`src/rtl/spu_fetch_buffer_if.sv`:
```
// Fetch-buffer bus bundle: redirect from the odd pipe, local-store read port,
// and the instruction-pair handshake toward decode.
interface spu_fetch_buffer_if #(
  parameter int LS_ADDR_WIDTH = 18
);
  logic                     branch_taken;
  logic [31:0]              branch_target;
  logic                     imem_req;
  logic [LS_ADDR_WIDTH-1:0] imem_addr;
  logic [63:0]              imem_rdata;
  logic                     instr_valid;
  logic                     dec_ready;
  logic [31:0]              instr0;
  logic [31:0]              instr1;
  logic                     instr0_valid;
  logic                     instr1_valid;
  logic [31:0]              pair_pc;

  modport master (
    input  branch_taken, branch_target, imem_rdata, dec_ready,
    output imem_req, imem_addr, instr_valid, instr0, instr1,
           instr0_valid, instr1_valid, pair_pc
  );

  modport slave (
    output branch_taken, branch_target, imem_rdata, dec_ready,
    input  imem_req, imem_addr, instr_valid, instr0, instr1,
           instr0_valid, instr1_valid, pair_pc
  );
endinterface

```
`src/rtl/spu_fetch_buffer.sv`:
```
// Instruction fetch and pairing stage: reads 64-bit pairs from local store,
// buffers them in a small FIFO and hands one even/odd pair per cycle to decode.
module spu_fetch_buffer #(
  parameter int DEPTH         = 4,
  parameter int LS_ADDR_WIDTH = 18
) (
  input logic                 clk,
  input logic                 reset,
  spu_fetch_buffer_if.master  bus
);
  localparam int PTR_W = $clog2(DEPTH);
  localparam int CNT_W = PTR_W + 1;
  localparam logic [CNT_W:0] DEPTH_V = (CNT_W + 1)'(DEPTH);

  typedef logic [LS_ADDR_WIDTH-1:0] addr_t;

  logic [63:0]      fifo_data [DEPTH];
  addr_t            fifo_pc   [DEPTH];
  logic [DEPTH-1:0] fifo_mask;

  logic [PTR_W-1:0] head;
  logic [PTR_W-1:0] tail;
  logic [CNT_W-1:0] count;
  logic             inflight;
  logic             squash;
  logic             first_mask;
  addr_t            fetch_pc;
  addr_t            req_pc;
  logic             req_mask;

  addr_t            aligned_pc;
  logic [CNT_W:0]   occupancy;
  logic             issue;
  logic             push;
  logic             pop;
  logic             show;

  // A pop in the same cycle is deliberately not credited to the occupancy.
  always_comb begin
    aligned_pc = {fetch_pc[LS_ADDR_WIDTH-1:3], 3'b000};
    occupancy  = {1'b0, count} + {{CNT_W{1'b0}}, inflight};
    issue      = !reset && !bus.branch_taken && (occupancy < DEPTH_V);
    push       = inflight && !squash;
    show       = !reset && (count != '0);
    pop        = show && !bus.branch_taken && bus.dec_ready;
  end

  always_comb begin
    bus.imem_req     = issue;
    bus.imem_addr    = reset ? '0 : aligned_pc;
    bus.instr_valid  = show && !bus.branch_taken;
    bus.instr0       = '0;
    bus.instr1       = '0;
    bus.pair_pc      = '0;
    bus.instr0_valid = 1'b0;
    bus.instr1_valid = 1'b0;
    if (show) begin
      bus.instr0       = fifo_data[head][63:32];
      bus.instr1       = fifo_data[head][31:0];
      bus.pair_pc      = {{(32 - LS_ADDR_WIDTH){1'b0}}, fifo_pc[head]};
      bus.instr0_valid = !fifo_mask[head];
      bus.instr1_valid = 1'b1;
    end
  end

  // Flush outranks push, pop and issue; the redirect target is aligned only at issue.
  always_ff @(posedge clk) begin
    if (reset) begin
      fetch_pc   <= '0;
      first_mask <= 1'b0;
      head       <= '0;
      tail       <= '0;
      count      <= '0;
      inflight   <= 1'b0;
      squash     <= 1'b0;
      req_pc     <= '0;
      req_mask   <= 1'b0;
    end else if (bus.branch_taken) begin
      head       <= '0;
      tail       <= '0;
      count      <= '0;
      inflight   <= 1'b0;
      squash     <= inflight;
      fetch_pc   <= bus.branch_target[LS_ADDR_WIDTH-1:0];
      first_mask <= bus.branch_target[2];
    end else begin
      inflight <= issue;
      squash   <= 1'b0;
      if (issue) begin
        fetch_pc   <= aligned_pc + addr_t'(8);
        first_mask <= 1'b0;
        req_pc     <= aligned_pc;
        req_mask   <= first_mask;
      end
      if (push) tail <= tail + PTR_W'(1);
      if (pop)  head <= head + PTR_W'(1);
      case ({push, pop})
        2'b10:   count <= count + CNT_W'(1);
        2'b01:   count <= count - CNT_W'(1);
        default: count <= count;
      endcase
    end
  end

  always_ff @(posedge clk) begin
    if (!reset && !bus.branch_taken && push) begin
      fifo_data[tail] <= bus.imem_rdata;
      fifo_pc[tail]   <= req_pc;
      fifo_mask[tail] <= req_mask;
    end
  end
endmodule
```
`src/flat_wrapper.sv`:
```
// flat-port wrapper written by rule: the top's interface ports become plain ports
module spu_fetch_buffer_flat 
#(
  parameter int DEPTH         = 4,
  parameter int LS_ADDR_WIDTH = 18
)
  (clk, reset, bus_branch_taken, bus_branch_target, bus_imem_rdata, bus_dec_ready, bus_imem_req, bus_imem_addr, bus_instr_valid, bus_instr0, bus_instr1, bus_instr0_valid, bus_instr1_valid, bus_pair_pc);
  spu_fetch_buffer_if #(.LS_ADDR_WIDTH(LS_ADDR_WIDTH)) bus_i ();
  input logic clk;
  input logic reset;
  input wire logic [$bits(bus_i.branch_taken)-1:0] bus_branch_taken;
  input wire logic [$bits(bus_i.branch_target)-1:0] bus_branch_target;
  input wire logic [$bits(bus_i.imem_rdata)-1:0] bus_imem_rdata;
  input wire logic [$bits(bus_i.dec_ready)-1:0] bus_dec_ready;
  output wire logic [$bits(bus_i.imem_req)-1:0] bus_imem_req;
  output wire logic [$bits(bus_i.imem_addr)-1:0] bus_imem_addr;
  output wire logic [$bits(bus_i.instr_valid)-1:0] bus_instr_valid;
  output wire logic [$bits(bus_i.instr0)-1:0] bus_instr0;
  output wire logic [$bits(bus_i.instr1)-1:0] bus_instr1;
  output wire logic [$bits(bus_i.instr0_valid)-1:0] bus_instr0_valid;
  output wire logic [$bits(bus_i.instr1_valid)-1:0] bus_instr1_valid;
  output wire logic [$bits(bus_i.pair_pc)-1:0] bus_pair_pc;
  assign bus_i.branch_taken = bus_branch_taken;
  assign bus_i.branch_target = bus_branch_target;
  assign bus_i.imem_rdata = bus_imem_rdata;
  assign bus_i.dec_ready = bus_dec_ready;
  assign bus_imem_req = bus_i.imem_req;
  assign bus_imem_addr = bus_i.imem_addr;
  assign bus_instr_valid = bus_i.instr_valid;
  assign bus_instr0 = bus_i.instr0;
  assign bus_instr1 = bus_i.instr1;
  assign bus_instr0_valid = bus_i.instr0_valid;
  assign bus_instr1_valid = bus_i.instr1_valid;
  assign bus_pair_pc = bus_i.pair_pc;
  spu_fetch_buffer #(.DEPTH(DEPTH), .LS_ADDR_WIDTH(LS_ADDR_WIDTH)) u_core (.clk(clk), .reset(reset), .bus(bus_i));
endmodule
```
`config.mk`:
```
export PLATFORM = sky130hd
export DESIGN_NAME = spu_fetch_buffer_flat
export DESIGN_NICKNAME = d
export VERILOG_FILES = /design/src/rtl/spu_fetch_buffer_if.sv /design/src/rtl/spu_fetch_buffer.sv /design/src/flat_wrapper.sv
export SDC_FILE = /design/constraint.sdc
export NUM_CORES = 1
export LEC_CHECK = 0
export BUFFER_PORTS_ARGS = -buffer_cell sky130_fd_sc_hd__buf_4
export CORE_AREA = 2 2 173 175
export CTS_BUF_LIST = sky130_fd_sc_hd__clkbuf_2 sky130_fd_sc_hd__clkbuf_4 sky130_fd_sc_hd__clkbuf_8
export CTS_CLUSTER_SIZE = 16
export DETAILED_ROUTE_END_ITERATION = 8
export DIE_AREA = 0 0 175 177
export PLACE_DENSITY = 0.82
export SYNTH_ARGS = -nofsm -noshare
export SYNTH_HDL_FRONTEND = slang
export SYNTH_SLANG_ARGS = --single-unit
```
`constraint.sdc`:
```
create_clock -name clk -period 5.5 [get_ports clk]
set_input_delay 1.1 -clock clk [delete_from_list [all_inputs] [get_ports clk]]
set_output_delay 1.1 -clock clk [all_outputs]
set_load 0.01 [all_outputs]
```
==> parameters.txt <==
Parameter                              Value

Final layout
  # nets final ... 1108
  Fraction of layout instances using a drive strength above 1 ... 36.4%
  Number of standard cells in the final layout excluding fillers ... 1435
  Non-Filler Cell Area, Final ... 17100 sq um
  Area growth from synthesis to final layout ... 19.3%
  Number of diodes ... 0
  Filler cell count in the final layout ... 2167

Timing
  Maximum frequency from static timing analysis ... 254 MHz
  Slew headroom ... 29.6%
  Final hold violation count ... 0
  Final setup TNS ... 0 ns
  Worst hold-check slack ... 0.455 ns
  Setup clock skew after layout ... 0.0143 ns
  Number of endpoints failing setup at the final stage ... 0
  Setup repair after global routing missed its margin ... false
  Slew @ Worst Pin ... 1.06 ns
  Post-route clock period utilization ... 71.6%
  Max-slew violation count ... 0
  Time the final worst path needs with I/O delays and setup ... 3.94 ns

Synth
  Synth Area in Adders ... 0.575%
  Number of distinct library cell variants in the gate-level netlist after synthesis ... 50
  Dominant combinational cell family by area after synthesis ... multiplexers
  Mux contribution to synthesized area ... 12.8%
  Complex-gate fraction of the synthesized area ... 2.87%
  Cell types with the largest area share after synthesis ... sky130_fd_sc_hd__edfxtp_1, sky130_fd_sc_hd__mux4_2, sky130_fd_sc_hd__dfxtp_1
  Synthesis-stage register bit count ... 363
  Share of synthesized area occupied by flip-flops and latches ... 72.9%
  Simple-Gate Fraction of Synth Area ... 7.76%
  Number of warnings issued by yosys ... 0
  Post-Syn Area ... 14400 sq um
  Number of enable flip-flop cells after synthesis ... 320
  Dominant register cell in the synthesized netlist ... sky130_fd_sc_hd__edfxtp_1
  Mean area per synthesized cell ... 17.8 sq um
  Area share of the largest cell type after synthesis ... 66.9%
  Mapped Cells ... 805
  Parity-gate share of the synthesized area counting xor and xnor cells ... 0.183%
  Post-synthesis cell type with the largest combined area ... sky130_fd_sc_hd__edfxtp_1
  Fraction of synthesis flops using an asynchronous set or reset pin ... 0%

Setup path
  Crit-path max cell delay ... 0.82 ns
  Cell Chain, Critical Path ... buf_12 -> mux4_2 -> and3_1 -> buf_4
  Class of the most critical setup path ... reg2out
  CP required ... 4.40 ns
  Worst-path cell with the longest stage delay ... sky130_fd_sc_hd__dfxtp_4
  Kind of start point of the critical path ... flop
  Data arrival time at the worst-slack endpoint ... 2.84 ns
  FF-to-FF path depth ... 3
  Slack of the worst reg-to-reg path ... 2.72 ns
  Element type at the critical path end ... output port
  Biggest fanout along the worst timing path ... 47
  Path length in cells of the critical path ... 4
  Top cell family by delay on the critical path ... flip-flops
  CP Buf/Inv Count ... 2

Place
  Buffers added on ports ... 181
  GP Congestion ... 0.807
  Standard cell area after detailed placement ... 16100 sq um
  Post-detail-place hpwl ... 17000 um
  Count of placed standard cells including taps ... 1335

Power and ir drop
  Pwr per Cell Area ... 313 nW/um^2
  Overall power of the completed layout ... 5.36 mW
  Leakage power of the design ... 6.27 nW
  Worst ir drop on vdd ... 185 uV

Routing
  Detailed Route WL ... 28400 um
  Number of DRC violations after detailed-routing iteration 0 ... 549
  DR pass1 iterations ... 5
  Routed WL per cell ... 19.8 um
  Total number of vias ... 7911
  DRC violations left ... 0
  Number of nets still failing antenna checks after routing ... 0
  Vias per cell ... 5.51

Global routing
  Via count of the first global-routing pass ... 8135
  Congestion Overflow GR ... 0
  Global-route wire length before repair ... 44300 um
  Overall fraction of global-route tracks in use ... 18.6%
  Antenna violations before repair ... 0
  Maximum number of pins on one net before global-route repair ... 66

Worst hold path
  Hold-critical path depth ... 2
  Worst Hold Class ... reg2reg

Run status
  Run status ... completed

Job
  Max_cap viols ... 0

Clock tree
  CTS hold repair buffers ... 0
  TritonCTS clock tree ... yes
  Total clock buffers created by CTS ... 55
  H-Tree Level Count ... 2
  Clock net sink count ... 363
  # Post-CTS Setup Buffers ... 0
  Longest Clk Path Bufs ... 3
  CTS Root Cell ... sky130_fd_sc_hd__clkbuf_8
  Later-pin clock latency in the skew report ... 0.56 ns
  Number of resized instances in the post-cts repair step ... 0
  Clock slew at reported path FFs ... 0.06 ns

Die
  Site Rows ... 63
  Top Ports ... 218
  Die area ... 31000 sq um
  Die X ... 175 um
  Die span in y ... 177 um
  Initial Utilization ... 49.1%
  Core box area ... 29200 sq um
## worst min-delay path, stage by stage (launching register included)
cell                      delay (ns)
sky130_fd_sc_hd__dfxtp_1        0.31
sky130_fd_sc_hd__nand2_1        0.05
sky130_fd_sc_hd__a21oi_1        0.05
## power by group
group / internal [mW] / total [mW] / leakage (nW) / switching [mW]
registers: 3.01 / 3.04 / 3.35 / 0.0210
logic: 0.0860 / 0.193 / 2.34 / 0.107
clock network: 1.16 / 2.13 / 0.582 / 0.964
total: 4.26 / 5.36 / 6.27 / 1.09
## synth_stat cells (all sizes together) (2+ instances only)
master and number:
o31ai 2, o31a 4, or4 3, ha 5, o21a 2, xnor2 2, mux2i 2, nand3 8
inv 11, a311oi 2, or3 4, nor2 16, clkbuf 39, a21oi 29, o311ai 6, nor2b 13
a31oi 4, nand4 8, dfxtp 43, edfxtp 320, nor3 5, a311o 2, nor4 3, nand2 48
buf 36, and3 89, o21ai 2, mux4 80
## path summary, 6_finish.rpt
path                                         from                   end
worst max-delay path                         flop         bus_instr0[3]
worst min-delay path            u_core.first_mask       u_core.req_mask
worst min register to register  u_core.first_mask       u_core.req_mask
worst max register to register    u_core.inflight  u_core.fifo_pc[1][1]
## cells in the final DEF (no fill, tap or decap), types with 20 or more instances in the layout
cell	synthesis	final
sky130_fd_sc_hd__clkbuf_8	0	58
sky130_fd_sc_hd__and3_1	89	85
sky130_fd_sc_hd__nand2_1	48	48
sky130_fd_sc_hd__a21oi_1	29	29
sky130_fd_sc_hd__conb_1	1	20
sky130_fd_sc_hd__mux4_2	80	80
sky130_fd_sc_hd__edfxtp_1	320	320
sky130_fd_sc_hd__clkbuf_4	0	21
sky130_fd_sc_hd__buf_4	21	195
sky130_fd_sc_hd__dfxtp_1	43	41
## cell type report
class,count,area [sq um],share of cell area (%)
Multi-Input combinational cell,375,3570,20.8
Clock buffer,79,956,5.58
Sequential cell,363,10500,61.1
Tap cell,390,488,2.85
Timing Repair Buffer,196,1480,8.66
Clock inverter,21,125,0.730
Inverter,11,41.3,0.241
## layer usage
layer  GRT usage [%]  vias to the layer above  wire [um]
met5               0                        -          0
met2            30.6                      307      14000
met1            25.1                     3972      12000
li1                -                     3575          -
met3            3.44                       57       1720
met4            6.53                        0        724
## stage by stage
stage	utilization, %	worst slack, ns
3_5_place_dp	54.9	1.63
4_1_cts	58.6	1.44
2_1_floorplan	-	1.70
5_1_grt	58.6	1.33
3_3_place_gp	54.9	1.64
6_report	58.6	1.56
## kinds of logic after synthesis
group / Yosys count
flops: 363
buf+inv: 86
simple gates: 201
mux: 83
compound gates: 62
xor+xnor: 3
other cells: 1
fa+ha+maj: 6
## flip-flops by register name, indices dropped and copies added, names as in the netlist, named ones only
name and cells:
u_core.inflight 1, u_core.req_mask 1, u_core.tail 2, u_core.fifo_data 256, u_core.count 3, u_core.req_pc 15, u_core.fifo_mask 4, u_core.fifo_pc 60
u_core.first_mask 1, u_core.head 2, u_core.squash 1, u_core.fetch_pc 15
(Power assumes the default switching activity.)
